`config.mk`:
```
export PLATFORM = sky130hd
export DESIGN_NAME = countdown_timer
export DESIGN_NICKNAME = d
export VERILOG_FILES = /design/src/rtl/countdown_timer.sv
export SDC_FILE = /design/constraint.sdc
export NUM_CORES = 1
export LEC_CHECK = 0
export CORE_AREA = 2 2 39 41
export CTS_CLUSTER_DIAMETER = 120
export DETAILED_ROUTE_END_ITERATION = 8
export DIE_AREA = 0 0 41 43
export PLACE_DENSITY = 0.75
export SYNTH_ARGS = -nofsm -noshare
export SYNTH_HDL_FRONTEND = slang
export SYNTH_SLANG_ARGS = --single-unit
```
`constraint.sdc`:
```
create_clock -name clk_i -period 5 [get_ports clk_i]
set_input_delay 0.5 -clock clk_i [delete_from_list [all_inputs] [get_ports clk_i]]
set_output_delay 0.5 -clock clk_i [all_outputs]
set_load 0.01 [all_outputs]
```
`src/rtl/countdown_timer.sv`:
```
// Loadable down-counting timer: N*PRESCALE cycles from start to count==0, one-cycle done pulse after.
// Control is level-sampled every edge (load > pause > start); no backpressure, outputs registered.
module countdown_timer #(
  parameter int unsigned WIDTH    = 4,
  parameter int unsigned PRESCALE = 1
) (
  input  logic             clk_i,
  input  logic             rst_ni,
  input  logic             load_i,
  input  logic [WIDTH-1:0] load_value_i,
  input  logic             start_i,
  input  logic             pause_i,
  output logic [WIDTH-1:0] count_o,
  output logic             busy_o,
  output logic             done_o,
  output logic             expired_o
);

  localparam int unsigned PW = (PRESCALE > 1) ? $clog2(PRESCALE) : 1;
  localparam logic [PW-1:0] PRESC_LAST = PW'(PRESCALE - 1);

  typedef enum logic [1:0] {
    S_IDLE,
    S_RUN,
    S_PAUSED,
    S_DONE
  } state_e;

  state_e           state_q, state_d;
  logic [WIDTH-1:0] count_q, count_d;
  logic [PW-1:0]    presc_q, presc_d;
  logic             done_q, done_d;
  logic             busy_q, busy_d;
  logic             expired_q, expired_d;

  always_comb begin
    state_d = state_q;
    count_d = count_q;
    presc_d = presc_q;
    done_d  = 1'b0;

    if (load_i) begin
      // Load is also the abort path: an interrupted run never pulses done.
      count_d = load_value_i;
      presc_d = '0;
      state_d = S_IDLE;
    end else begin
      unique case (state_q)
        S_IDLE: begin
          if (start_i) begin
            if (count_q != '0) begin
              state_d = S_RUN;
            end else begin
              state_d = S_DONE;
              done_d  = 1'b1;
            end
          end
        end
        S_RUN: begin
          if (pause_i) begin
            state_d = S_PAUSED;
          end else if (presc_q == PRESC_LAST) begin
            presc_d = '0;
            if (count_q != '0) begin
              count_d = count_q - WIDTH'(1);
            end
            if (count_q <= WIDTH'(1)) begin
              state_d = S_DONE;
              done_d  = 1'b1;
            end
          end else begin
            presc_d = presc_q + PW'(1);
          end
        end
        S_PAUSED: begin
          // Prescaler is kept so a resume finishes the partial tick.
          if (start_i && !pause_i) begin
            state_d = S_RUN;
          end
        end
        S_DONE: begin
          state_d = S_DONE;
        end
        default: begin
          state_d = S_IDLE;
        end
      endcase
    end

    busy_d    = (state_d == S_RUN) || (state_d == S_PAUSED);
    expired_d = (state_d == S_DONE);
  end

  always_ff @(posedge clk_i or negedge rst_ni) begin
    if (!rst_ni) begin
      state_q   <= S_IDLE;
      count_q   <= '0;
      presc_q   <= '0;
      done_q    <= 1'b0;
      busy_q    <= 1'b0;
      expired_q <= 1'b0;
    end else begin
      state_q   <= state_d;
      count_q   <= count_d;
      presc_q   <= presc_d;
      done_q    <= done_d;
      busy_q    <= busy_d;
      expired_q <= expired_d;
    end
  end

  assign count_o   = count_q;
  assign busy_o    = busy_q;
  assign done_o    = done_q;
  assign expired_o = expired_q;

endmodule
```
# Yosys cells after proc, flatten, opt, wreduce, memory -nomap -nowiden
# Index checks and enable logic that the tools add are counted.
# W data, S select, Z words.
# totals
register_bits,10
input_bits,9
out_inout_bits,7
wordCells,50
# classes
addsub,2
magnitude_cmp,1
n_eq_ne,8
n_mux,24
reduce_logical,9
# op_table
operator,count
$mux W4,5
$mux W2,7
$mux W1,10
$eq A2 B2 Y1 const B,4
$pmux W2 S4,1
$eq A2 B1 Y1 const B,2
$le A4 B1 Y1 const B,1
$ne A2 B2 Y1 const B,2
$reduce_and A4 Y1,1
$reduce_bool A2 Y1,2
$reduce_bool A4 Y1,1
$sub A4 B1 Y4 const B,1
$logic_not A2 Y1,1
$pmux W1 S2,1
$reduce_and A2 Y1,1
$add A1 B1 Y1 const B,1
$logic_and A1 B1 Y1,1
$logic_not A1 Y1,1
$logic_or A1 B1 Y1,1

# Logic depth before layout (Yosys ltp)
# logic_depth
ltp_word,8
ltp_mapped,6
mapped_depth_nobuf,6

# Worst setup path after synthesis
# OpenSTA, ideal clock, no wires.
# synth_path
path_kind,reg-to-reg
startpoint,"reg count_q[0], in the netlist count_o[0]"
endpoint,"reg busy_q, in the netlist busy_o"
setup_ns,0.126
arrival_ns,1.747
required_ns,4.874
path_slack_ns,3.128
path_stages_with_launch,7
path_buffers,0
synth_period_minus_slack_ns,1.872
cell_sequence,dfrtp_1 -> inv_1 -> ha_1 -> nor3b_1 -> a211oi_1 -> nor4_1 -> ha_1
# synth_between
elab_chain_cells,8
word_cells_on_any_way,12
classes_between,1 x order compare; 2 x eq/ne; 7 x mux; 2 x reduce/logical
# synth_rtl
element,line,text
start: declaration,30,"logic [WIDTH-1:0] count_q, count_d;"
start signal: assignment,104,count_q <= count_d;
$le A4 B1 Y1,67,if (count_q <= WIDTH'(1)) begin
$mux W2,67,
$mux W2,62,end else if (presc_q == PRESC_LAST) begin
$mux W2,60,if (pause_i) begin
$pmux W2 S4 *,48,unique case (state_q)
$mux W2 *,42,if (load_i) begin
via state_d[1],29,"state_e state_q, state_d;"
$eq A2 B1 Y1 or $eq A2 B2 Y1 (tied branches),90,busy_d = (state_d == S_RUN) || (state_d == S_PAUSED);
$logic_or A1 B1 Y1 *,90,
via busy_d,33,"logic busy_q, busy_d;"
end signal: assignment,107,busy_q <= busy_d;
end: declaration,33,
# The timed path passes the listed nets; every way through them passes the cells marked *.
# A chain may end at the register's enable or synchronous reset.

# Final worst setup path
# Ends and elaborated chain as after synthesis.

==> key figures <==
Yosys
  – Seq/Total Area, Yosys: 45.0%
  – Warnings from Yosys: 0
  – Yosys reg bits: 9
  – Mapped Nets: 59
  – Post-Synth Simple-Gate Area: 28.2%
  – Top cells by area, synth: dfrtp_1, ha_1, a211oi_1
  – Async SR Flop Fraction: 100%
  – Top post-synthesis cells by count: dfrtp_1, a211oi_1, ha_1, nor2_1, nor2b_1
  – Mux cell area share after synthesis: 0%
  – Area share of the largest cell type after synthesis: 45.0%
  – Synth cell types: 26
  – Post-Syn Instances: 47
  – Most frequent cell after synthesis: dfrtp_1
  – Syn avg cell area: 10.6 sq um
  – Synth Area in Adders: 7.50%
  – Post-synth top flop: dfrtp_1
  – Synth Cell Area: 500 sq um
  – Post-synth EDFFs: 0
  – Synth area leader: dfrtp_1
  – Synth Area in Compound Gates: 15.3%
  – Largest family of logic cells by synthesized area: simple AND/OR/NAND/NOR gates
  – Post-synthesis xor/xnor area fraction: 1.75%

Critical path
  – Worst path required time: 5.15 ns
  – Crit-path max FO: 6
  – Reg2reg setup slack: 2.89 ns
  – CP top delay family: simple AND/OR/NAND/NOR gates
  – Most frequent CP cell: ha_1
  – Reg2Reg Depth: 6
  – Crit path capture type: flop
  – Slowest CP cell: nor3b_1
  – Crit-path cells: inv_1 -> ha_1 -> nor3b_1 -> a211oi_1 -> nor4_1 -> ha_1
  – CP arrival: 2.26 ns
  – RR Endpoint: busy_o
  – RR Startpoint: count_o[0]
  – Startpoint type of the worst setup path: flop
  – CP Class: reg2reg
  – Total buffers and inverters traversed by the critical path: 1
  – Largest stage delay on the critical path: 0.44 ns

Placement
  – Port bufs: 15
  – Global placer's final weighted congestion: 0.714
  – Dpl hpwl: 818 um

Routing
  – Initial DRC Count: 5
  – Routed length per instance: 13.6 um
  – Via Count: 450
  – Antenna-violating nets left: 0
  – Total length of routed wires: 1100 um
  – Vias/cell: 5.56
  – DRC: 0
  – Detailed Routing Iterations Pass 1: 4

Global route
  – Initial antenna violation count: 0
  – GRT overflow: 0
  – Global-route wire length before repair: 1970 um
  – Tot GR Track Use: 16.6%
  – Largest net degree at the start of global routing: 15
  – Vias in the first global route: 443

Clock tree
  – # resized after CTS: 0
  – H-tree levels: 1
  – Skew-Pair Late Insertion Delay: 0.27 ns
  – Post-CTS Setup Bufs: 0
  – Clock slew at reported path FFs: 0.06 ns
  – CTS buffer count: 3
  – Clock Path Buffers: 2
  – Clock root buffer: clkbuf_4
  – CTS sink count: 9
  – CTS tree: done
  – Hold Buf Count CTS: 0

Layout
  – Area grow syn2layout: 38.5%
  – Nets: 78
  – Share of cells above drive strength 1: 9.23%
  – Ant diodes: 0

Die
  – Die area: 1760 sq um
  – Die Height: 43 um
  – Die W: 41 um
  – Core Area: 1380 sq um
  – Starting density of the core: 36.2%
  – Placement row count: 14
  – I/O Pins: 16

STA
  – Fin Hold WS: 0.536 ns
  – Slew Viols, Final: 0
  – Slew HR: 67.6%
  – Setup_tns: 0 ns
  – Worst slew pin tran: 0.485 ns
  – Final Hold Fails: 0
  – FMAX: 475 MHz
  – Final setup viols: 0
  – Setup repair after global routing missed its margin: no
  – Final Cycle Share: 42.1%
  – Setup Skew: 0.00421 ns
  – Tmin final: 2.11 ns

Power and ir drop
  – Max VDD drop: 0.145 mV
  – Internal cell power: 140 uW
  – Switching power: 59.3 uW
  – Sw frac: 29.7%
  – Seq pwr share: 45.4%
  – Clock power share: 29.2%
  – Logic pwr share: 25.4%
  – PD cells: 288 nW/um^2
  – Pleak: 0.282 nW

Outcome
  – Status: finished, final reports clean

Min path
  – Worst Hold Class: in2async

Flow run
  – MaxCap Viol Count: 0
metal layers:
metal	track usage, %	routed length, um
met5	0	0
met4	14.0	57
met3	3.66	54
met2	23.4	503
met1	20.0	483
area by class of cell:
| type | count | area [sq um] |
|---|---|---|
| sequential | 9 | 225 |
| tap | 16 | 20.0 |
| multi-input combinational | 35 | 264 |
| fill | 122 | 691 |
| clock buffer | 4 | 26.3 |
| inverter | 2 | 7.51 |
| timing repair buffer | 15 | 150 |
cell families after synthesis:
| logic type | count (synthesis) |
|---|---|
| and+or+nand+nor | 21 |
| AOI/OAI and AO/OA | 10 |
| DFF | 9 |
| buffers and inverters | 3 |
| adders and majority gates | 3 |
| xor gates and xnor gates | 1 |
cells in the final DEF (no fill, tap or decap), types with 3 or more instances in the layout:
| master | synthesis | layout |
|---|---|---|
| dfrtp_1 | 9 | 9 |
| nor2b_1 | 3 | 3 |
| nor2_1 | 3 | 3 |
| ha_1 | 3 | 3 |
| a211oi_1 | 3 | 3 |
| clkdlybuf4s50_1 | 0 | 15 |
| clkbuf_4 | 0 | 3 |
per-stage QoR:
stage | power [mW] | utilization [%] | worst slack, ns | cells | cell area, sq um
final | 0.200 | 50.1 | 2.89 | 81 | 693
after global routing | 0.212 | 50.1 | 2.69 | 81 | 693
after CTS | 0.202 | 50.1 | 2.87 | 81 | 693
after detailed placement | 0.143 | 48.2 | 2.89 | 77 | 667
after global placement | 0.141 | 48.2 | 2.95 | 77 | 667
after floorplan | 0.115 | - | 3.13 | 47 | 500
power groups by stage:
stage | sequential [mW] | combinational, mW | clock, mW
floorplan | 0.0926 | 0.0224 | 0
global placement | 0.0914 | 0.0497 | 0
detailed placement | 0.0917 | 0.0510 | 0
CTS | 0.0903 | 0.0513 | 0.0601
global route | 0.0919 | 0.0571 | 0.0628
finish | 0.0907 | 0.0507 | 0.0584
registers in the layout (all words and copies together) (netlist names):
register   flops
busy_o         1
count_o        4
state_q        2
done_o         1
expired_o      1
how the worst max path moves through the flow:
stage / start / endpoint / slack (ns) / cells past startpoint
final: count_o[0] / busy_o / 2.89 / 6
after global routing: count_o[0] / busy_o / 2.69 / 6
after CTS: count_o[0] / busy_o / 2.87 / 6
after detailed placement: count_o[0] / busy_o / 2.89 / 6
after global placement: pause_i / busy_o / 2.95 / 4
after floorplan: count_o[0] / busy_o / 3.13 / 6
worst reg2reg max path, cell delays in order (launching register included):
cell and delay, ns:
dfrtp_1 0.43, inv_1 0.11, ha_1 0.20, nor3b_1 0.44, a211oi_1 0.14, nor4_1 0.36
ha_1 0.31
Power figures use the tool's default switching activity.
